==> config.mk <==
export PLATFORM = sky130hd
export DESIGN_NAME = button_conditioner
export DESIGN_NICKNAME = d
export VERILOG_FILES = /design/src/rtl/button_conditioner.sv
export SDC_FILE = /design/constraint.sdc
export NUM_CORES = 1
export LEC_CHECK = 0
export CAP_MARGIN = 10
export CORE_MARGIN = 1.5
export CORE_UTILIZATION = 50
export DETAILED_ROUTE_END_ITERATION = 16
export PLACE_DENSITY_LB_ADDON = 0.08
export SLEW_MARGIN = 20
export SYNTH_ARGS = -nofsm -noshare
export SYNTH_HDL_FRONTEND = slang
export SYNTH_SLANG_ARGS = --single-unit
==> constraint.sdc <==
create_clock -name CLK -period 2.8 [get_ports CLK]
set_input_delay 0.56 -clock CLK [delete_from_list [all_inputs] [get_ports CLK]]
set_output_delay 0.56 -clock CLK [all_outputs]
set_load 0.005 [all_outputs]
==> src/rtl/button_conditioner.sv <==
// button_conditioner: synchronizes and debounces active-low buttons into levels and press/release pulses.
// Define KEY_REPEAT_EN to add per-key auto-repeat press pulses while a masked key is held.
module button_conditioner #(
    parameter int NUM_KEYS = 3,
    parameter int SW_W = 8,
    parameter int SYNC_STAGES = 2,
    parameter int DEBOUNCE_CYCLES = 500000,
    parameter int CNT_W = 20,
    parameter int REPEAT_CYCLES = 64,
    parameter logic [NUM_KEYS-1:0] REPEAT_MASK = NUM_KEYS'(3'b100)
) (
    input  logic                CLK,
    input  logic                Reset_n,
    input  logic [NUM_KEYS-1:0] Key_n,
    input  logic [SW_W-1:0]     Sw,
    output logic [NUM_KEYS-1:0] Key_level,
    output logic [NUM_KEYS-1:0] Key_press,
    output logic [NUM_KEYS-1:0] Key_release,
    output logic [SW_W-1:0]     Sw_sync
);
    typedef enum logic [1:0] {UP, WAIT_DN, DN, WAIT_UP} state_t;
    localparam logic [CNT_W-1:0] DEB = CNT_W'(DEBOUNCE_CYCLES);

    if (SYNC_STAGES < 2 || DEBOUNCE_CYCLES < 1 || (CNT_W < 31 && (1 << CNT_W) <= DEBOUNCE_CYCLES) ||
        REPEAT_CYCLES < 1 || $bits(REPEAT_MASK) != NUM_KEYS) begin : g_bad_cfg
        $error("button_conditioner: invalid parameter combination");
    end

    logic [NUM_KEYS-1:0] key_sync_q [SYNC_STAGES];
    logic [NUM_KEYS-1:0] key_sync_d [SYNC_STAGES];
    logic [SW_W-1:0]     sw_sync_q  [SYNC_STAGES];
    logic [SW_W-1:0]     sw_sync_d  [SYNC_STAGES];
    state_t              state_q    [NUM_KEYS];
    state_t              state_d    [NUM_KEYS];
    logic [CNT_W-1:0]    cnt_q      [NUM_KEYS];
    logic [CNT_W-1:0]    cnt_d      [NUM_KEYS];
    logic [CNT_W-1:0]    cnt_inc    [NUM_KEYS];
    logic [NUM_KEYS-1:0] level_q, level_d, press_q, press_d, release_q, release_d;
    logic [NUM_KEYS-1:0] held, diff;
    logic [NUM_KEYS-1:0] synced;
`ifdef KEY_REPEAT_EN
    localparam int RPT_W = $clog2(REPEAT_CYCLES + 1);
    localparam logic [RPT_W-1:0] RPT_LAST = RPT_W'(REPEAT_CYCLES - 1);
    logic [RPT_W-1:0]    rpt_q      [NUM_KEYS];
    logic [RPT_W-1:0]    rpt_d      [NUM_KEYS];
`endif

    assign synced = key_sync_q[SYNC_STAGES-1];

    always_comb begin
        key_sync_d[0] = Key_n;
        sw_sync_d[0]  = Sw;
        for (int s = 1; s < SYNC_STAGES; s++) begin
            key_sync_d[s] = key_sync_q[s-1];
            sw_sync_d[s]  = sw_sync_q[s-1];
        end
    end

    // held: debounced level is pressed; diff: synced input disagrees with it
    always_comb begin
        for (int i = 0; i < NUM_KEYS; i++) begin
            state_d[i]   = state_q[i];
            cnt_d[i]     = '0;
            level_d[i]   = level_q[i];
            press_d[i]   = 1'b0;
            release_d[i] = 1'b0;
            held[i]      = state_q[i] == DN || state_q[i] == WAIT_UP;
            diff[i]      = held[i] ? synced[i] : !synced[i];
            cnt_inc[i]   = &cnt_q[i] ? cnt_q[i] : cnt_q[i] + 1'b1;
            if (!diff[i]) begin
                state_d[i] = held[i] ? DN : UP;
            end else if (cnt_inc[i] >= DEB) begin
                state_d[i]   = held[i] ? UP : DN;
                level_d[i]   = !held[i];
                press_d[i]   = !held[i];
                release_d[i] = held[i];
            end else begin
                state_d[i] = held[i] ? WAIT_UP : WAIT_DN;
                cnt_d[i]   = cnt_inc[i];
            end
`ifdef KEY_REPEAT_EN
            rpt_d[i] = '0;
            if (REPEAT_MASK[i] && held[i] && state_d[i] != UP) begin
                rpt_d[i] = rpt_q[i] + 1'b1;
                if (rpt_q[i] == RPT_LAST) begin
                    rpt_d[i]   = '0;
                    press_d[i] = 1'b1;
                end
            end
`endif
        end
    end

    always_ff @(posedge CLK or negedge Reset_n) begin
        if (!Reset_n) begin
            for (int s = 0; s < SYNC_STAGES; s++) begin
                key_sync_q[s] <= '1;
                sw_sync_q[s]  <= '0;
            end
            for (int i = 0; i < NUM_KEYS; i++) begin
                state_q[i] <= UP;
                cnt_q[i]   <= '0;
`ifdef KEY_REPEAT_EN
                rpt_q[i]   <= '0;
`endif
            end
            level_q   <= '0;
            press_q   <= '0;
            release_q <= '0;
        end else begin
            key_sync_q <= key_sync_d;
            sw_sync_q  <= sw_sync_d;
            state_q    <= state_d;
            cnt_q      <= cnt_d;
`ifdef KEY_REPEAT_EN
            rpt_q      <= rpt_d;
`endif
            level_q    <= level_d;
            press_q    <= press_d;
            release_q  <= release_d;
        end
    end

    assign Key_level   = level_q;
    assign Key_press   = press_q;
    assign Key_release = release_q;
    assign Sw_sync     = sw_sync_q[SYNC_STAGES-1];
endmodule

# Word level (Yosys, flattened, before mapping)
# Cells that the tools add are included.
word_totals:
  inputBits: 13
  register_bits: 97
classes:
  add_sub_neg: 3
  eq_ne: 6
  n_reduce_logical: 15
  mux: 39
  magnitude_cmp: 3
ops:
  columns: ["operator", "n"]
  rows:
  - ["2-to-1 mux 20 bit", 9]
  - ["adder 20 x 1 -> 20 bit, second input constant", 3]
  - ["greater-or-equal comparator 20 x 19 -> 1 bit, second input constant", 3]
  - ["AND reduction 20 bit", 3]
  - ["2-to-1 mux 2 bit", 15]
  - ["2-to-1 mux 1 bit", 15]
  - ["== test 2 bit, second input constant", 6]
  - ["logical NOT 1 bit", 6]
  - ["AND reduction 2 bit", 3]
  - ["logical OR 1 bit", 3]

# Depth between registers and ports, before layout
depth:
  ltp_word: 5
  depth_mapped: 10

# Worst setup path before layout
# OpenSTA, ideal clock, no wires.
synth_path:
  path_type: "register to register"
  start: "reg cnt_q[0] in the netlist's numbering"
  end: "reg cnt_q[15] in the netlist's numbering"
  arrival_ps: 2399
  slack_ps: 278
  required_ps: 2677
  n_path_buf: 1
  path_stages_with_launch: 10
  cell_sequence: "dfrtp_1 > ha_1 > nand4_1 > nor4_4 > nand4_2 > xor2_1 > a2111o_1 > o211ai_4 > buf_8 > nor2_1"
synth_lines:
  columns: ["element", "line", "text"]
  rows:
  - ["start, declared", "35", "logic [CNT_W-1:0] cnt_q [NUM_KEYS];"]
  - ["start signal, assigned", "114", "cnt_q <= cnt_d;"]

==> flow_metrics.py <==
metrics = {
    "finish": {
        "fin_cells": 646,
        "drive_gt1_share_pct": 15.9,
        "final_nets": 528,
        "fillers": 825,
        "area_growth_pct": 14.9,
        "finish.utilization_pct": 59.6,
        "insertedDiodeCount": 0,
    },
    "clock_tree": {
        "cts_tree": "built",
        "cts.path.max_buffers": 2,
        "ctsHoldBuffers": 0,
        "clk_pin_slew_worst_paths_ns": 0.10,
        "root_buffer": "clkbuf_8",
        "htree_levels": 3,
        "cts_sinks": 94,
        "clk-insertion-delay-late_ns": 0.38,
        "cts.repair.resized": 0,
        "post-cts-setup-buffers": 0,
        "cts_made_buffers": 9,
    },
    "route": {
        "wl_per_cell_um": 14.6,
        "drt_iter0_markers": 119,
        "vias": 3688,
        "via_per_inst": 5.71,
        "drt_pre_antenna_iters": 4,
        "wirelength_mm": 9.42,
        "drc": 0,
        "postRouteAntennaNets": 0,
    },
    "floorplan": {
        "rows": 35,
        "io_pins": 30,
        "core-area_um2": 9330,
        "die_w_um": 101,
        "die-area_um2": 10300,
        "die_h_um": 101,
        "initial_utilization_pct": 51.9,
    },
    "sta": {
        "tightest_slew_ns": 0.552,
        "relSlewSlack_pct": 63.2,
        "fin_crit_ns": 2.67,
        "slew_viol_final": 0,
        "timing.final.crit_share_pct": 95.3,
        "fin_setup_tns_ns": 0,
        "fin_skew_ns": 0.0110,
        "max_freq_ghz": 0.375,
        "hold_viol_final": 0,
        "setup_violations": 0,
        "setup_ws_ns": 0.131,
        "rsz0062_at_grt": "yes",
    },
    "setup_path": {
        "cp-end-kind": "flip-flop",
        "crit_start": "cnt_q[20]",
        "cp_slowest_stage_delay_ns": 0.47,
        "path_cells": "ha_2, and4_2, nand3_1, o31ai_2, nand2_1, o41a_1, a211o_1, buf_4, a211oi_2",
        "critPathKind": "reg2reg",
        "cp_slowest_cell": "o41a_1",
        "crit_path_start_kind": "flip-flop",
        "r2r-start": "cnt_q[20]",
        "r2r_cells": 9,
        "path_max_fanout": 7,
        "crit_arrival_ns": 2.96,
        "cp.required_ns": 3.09,
        "reg2reg_slack_ns": 0.13,
    },
    "grt": {
        "grt_pass1_vias": 3616,
        "grt.overflow.total": 0,
        "grt_pass1_wl_mm": 16.5,
        "antenna_found_initial": 0,
        "grtUsageTotal_pct": 20.3,
        "grt_max_degree": 53,
    },
    "yosys": {
        "mappedNetlistArea_um2": 4840,
        "ys.flop_type": "dfrtp_1",
        "synth-seq-cells": 94,
        "ys_seq_area_share_pct": 48.8,
        "synthCells": 468,
        "ys_warn_count": 0,
        "yosysUniqueCellTypes": 74,
        "synth-edff-count": 0,
        "syn_avg_cell_area_um2": 10.3,
        "async_flop_share_pct": 100,
    },
    "pwr": {
        "p_leak_uw": 0.00221,
        "p_per_area_nw_per_um2": 451,
        "p_clk_share_pct": 35.2,
        "power_frac_comb_pct": 7.6,
        "seqPwrFrac_pct": 57.1,
        "sw_frac_of_total_pct": 26.3,
        "p_total_uw": 2510,
        "switching_power_uw": 660,
        "internal_power_uw": 1850,
        "peakVddDrop_mv": 0.312,
    },
    "place": {
        "io_buffers": 29,
        "dp_hpwl_mm": 6.77,
        "gp_congestion": 0.900,
        "preCtsSetupSlack_ns": 0.0696,
        "dp.cells": 630,
    },
    "run": {
        "max_cap_viol_count": 0,
    },
    "outcome": {
        "status": "completed",
    },
    "hold_path": {
        "min_path_type": "in2async",
    },
}
-- through the flow --
step / hold WS (ns) / instance area [um^2]
after floorplan: 0.264 / 4850
after global routing: 0.190 / 5560
after global placement: 0.332 / 5350
final: 0.156 / 5560
after detailed placement: 0.336 / 5350
after CTS: 0.160 / 5540
-- cells in the final DEF (no fill, tap or decap), types with 6 or more instances in the layout --
master           synthesis  routed
xor2_1                  22      22
inv_1                    8       8
clkdlybuf4s50_1          0      28
a211oi_1                 6       6
dfstp_2                  6       6
mux2i_1                 10      10
and3_1                  12      12
buf_4                    0      20
dfrtp_1                 88      88
nand3_1                 25      25
nor2_2                   6       6
xnor2_1                 17      17
nor2_1                  43      43
nand4_1                 30      30
nand2_1                 27      27
a21oi_1                 28      27
and4_1                  10       9
clkbuf_8                 1       9
o21ai_0                  8       8
nor3_1                  12      11
-- power by group through the flow --
stage | Sequential, uW | Combinational (uW) | Clock (uW)
final | 1430 | 191 | 884
after global placement | 1460 | 193 | 0
after detailed placement | 1460 | 194 | 0
after global routing | 1440 | 215 | 989
after floorplan | 1460 | 90.2 | 0
after CTS | 1430 | 196 | 928
-- metal layers --
metal  global-route usage, %  share of wire, %
met2                    32.8                47
met4                    7.05               1.2
met3                    5.11               4.0
met1                    26.8                48
met5                       0                 0
-- logic make-up (layout without fill, tap and decap cells) --
logic type / after synthesis / count (layout) / share of synthesized area [%]
other: 1 / 3 / 0.0775
xor gates and xnor gates: 39 / 39 / 7.06
muxes: 11 / 11 / 2.30
DFF: 94 / 94 / 48.8
AOI/OAI and AO/OA: 85 / 85 / 12.6
adders and majority gates: 3 / 3 / 0.776
and+or+nand+nor: 208 / 208 / 25.1
buffers and inverters: 27 / 74 / 3.31
-- cell type report --
| cell class | instances | area, um^2 | share of cell area (%) |
|---|---|---|---|
| clock inverters | 7 | 70.1 | 1.26 |
| inverters | 8 | 30.0 | 0.540 |
| clock buffers | 9 | 124 | 2.23 |
| multi-input cells | 349 | 2340 | 42.2 |
| repair buffers | 50 | 470 | 8.46 |
| flip-flops and latches | 94 | 2360 | 42.4 |
| well taps | 129 | 161 | 2.90 |
-- cell usage after synthesis (3+ instances only) --
library cell / number / area (um^2)
and2_1: 4 / 25.0
or4_1: 3 / 22.5
inv_1: 8 / 30.0
a41oi_1: 3 / 26.3
o21a_1: 3 / 22.5
nand3b_1: 3 / 22.5
dfstp_2: 6 / 158
nor3_2: 3 / 30.0
o31ai_1: 4 / 30.0
and4_2: 3 / 30.0
nand2_1: 27 / 101
and3_1: 12 / 75.1
and4_1: 10 / 87.6
a211oi_1: 6 / 45.0
ha_1: 3 / 37.5
buf_2: 6 / 30.0
a31oi_1: 4 / 25.0
clkbuf_1: 7 / 26.3
mux2i_1: 10 / 100
nor2_1: 43 / 161
xor2_1: 22 / 193
nor3_1: 12 / 60.1
or3_1: 4 / 25.0
nand4_1: 30 / 188
dfrtp_1: 88 / 2200
a21oi_1: 28 / 140
nand3_1: 25 / 125
buf_6: 4 / 45.0
a211oi_2: 3 / 37.5
nor2_2: 6 / 37.5
o21ai_0: 8 / 40.0
xnor2_1: 17 / 149
-- critical path, delay by kind of cell (launching register included) --
kind                     cells  cell delay, ns
adder cells (fa/ha/maj)      1            0.24
AND/OR/NAND/NOR              3            0.50
buffers and inverters        1            0.17
AO/OA/AOI/OAI                4            1.24
flip-flops                   1            0.43
-- worst paths after layout --
check	end
max	cnt_q[31]
max reg2reg	cnt_q[31]
min reg2reg	Sw_sync[3]
min in group CLK	Sw_sync[3]
max in group asynchronous	key_sync_d[1]
min	cnt_q[9]
-- registers in the layout (all words and copies together), names as in the netlist --
name         flops
cnt_q           60
Key_press        3
state_q          3
synced           3
sw_sync_d        8
key_sync_d       3
Key_release      3
Key_level        3
Sw_sync          8
Power figures use the tool's default switching activity.
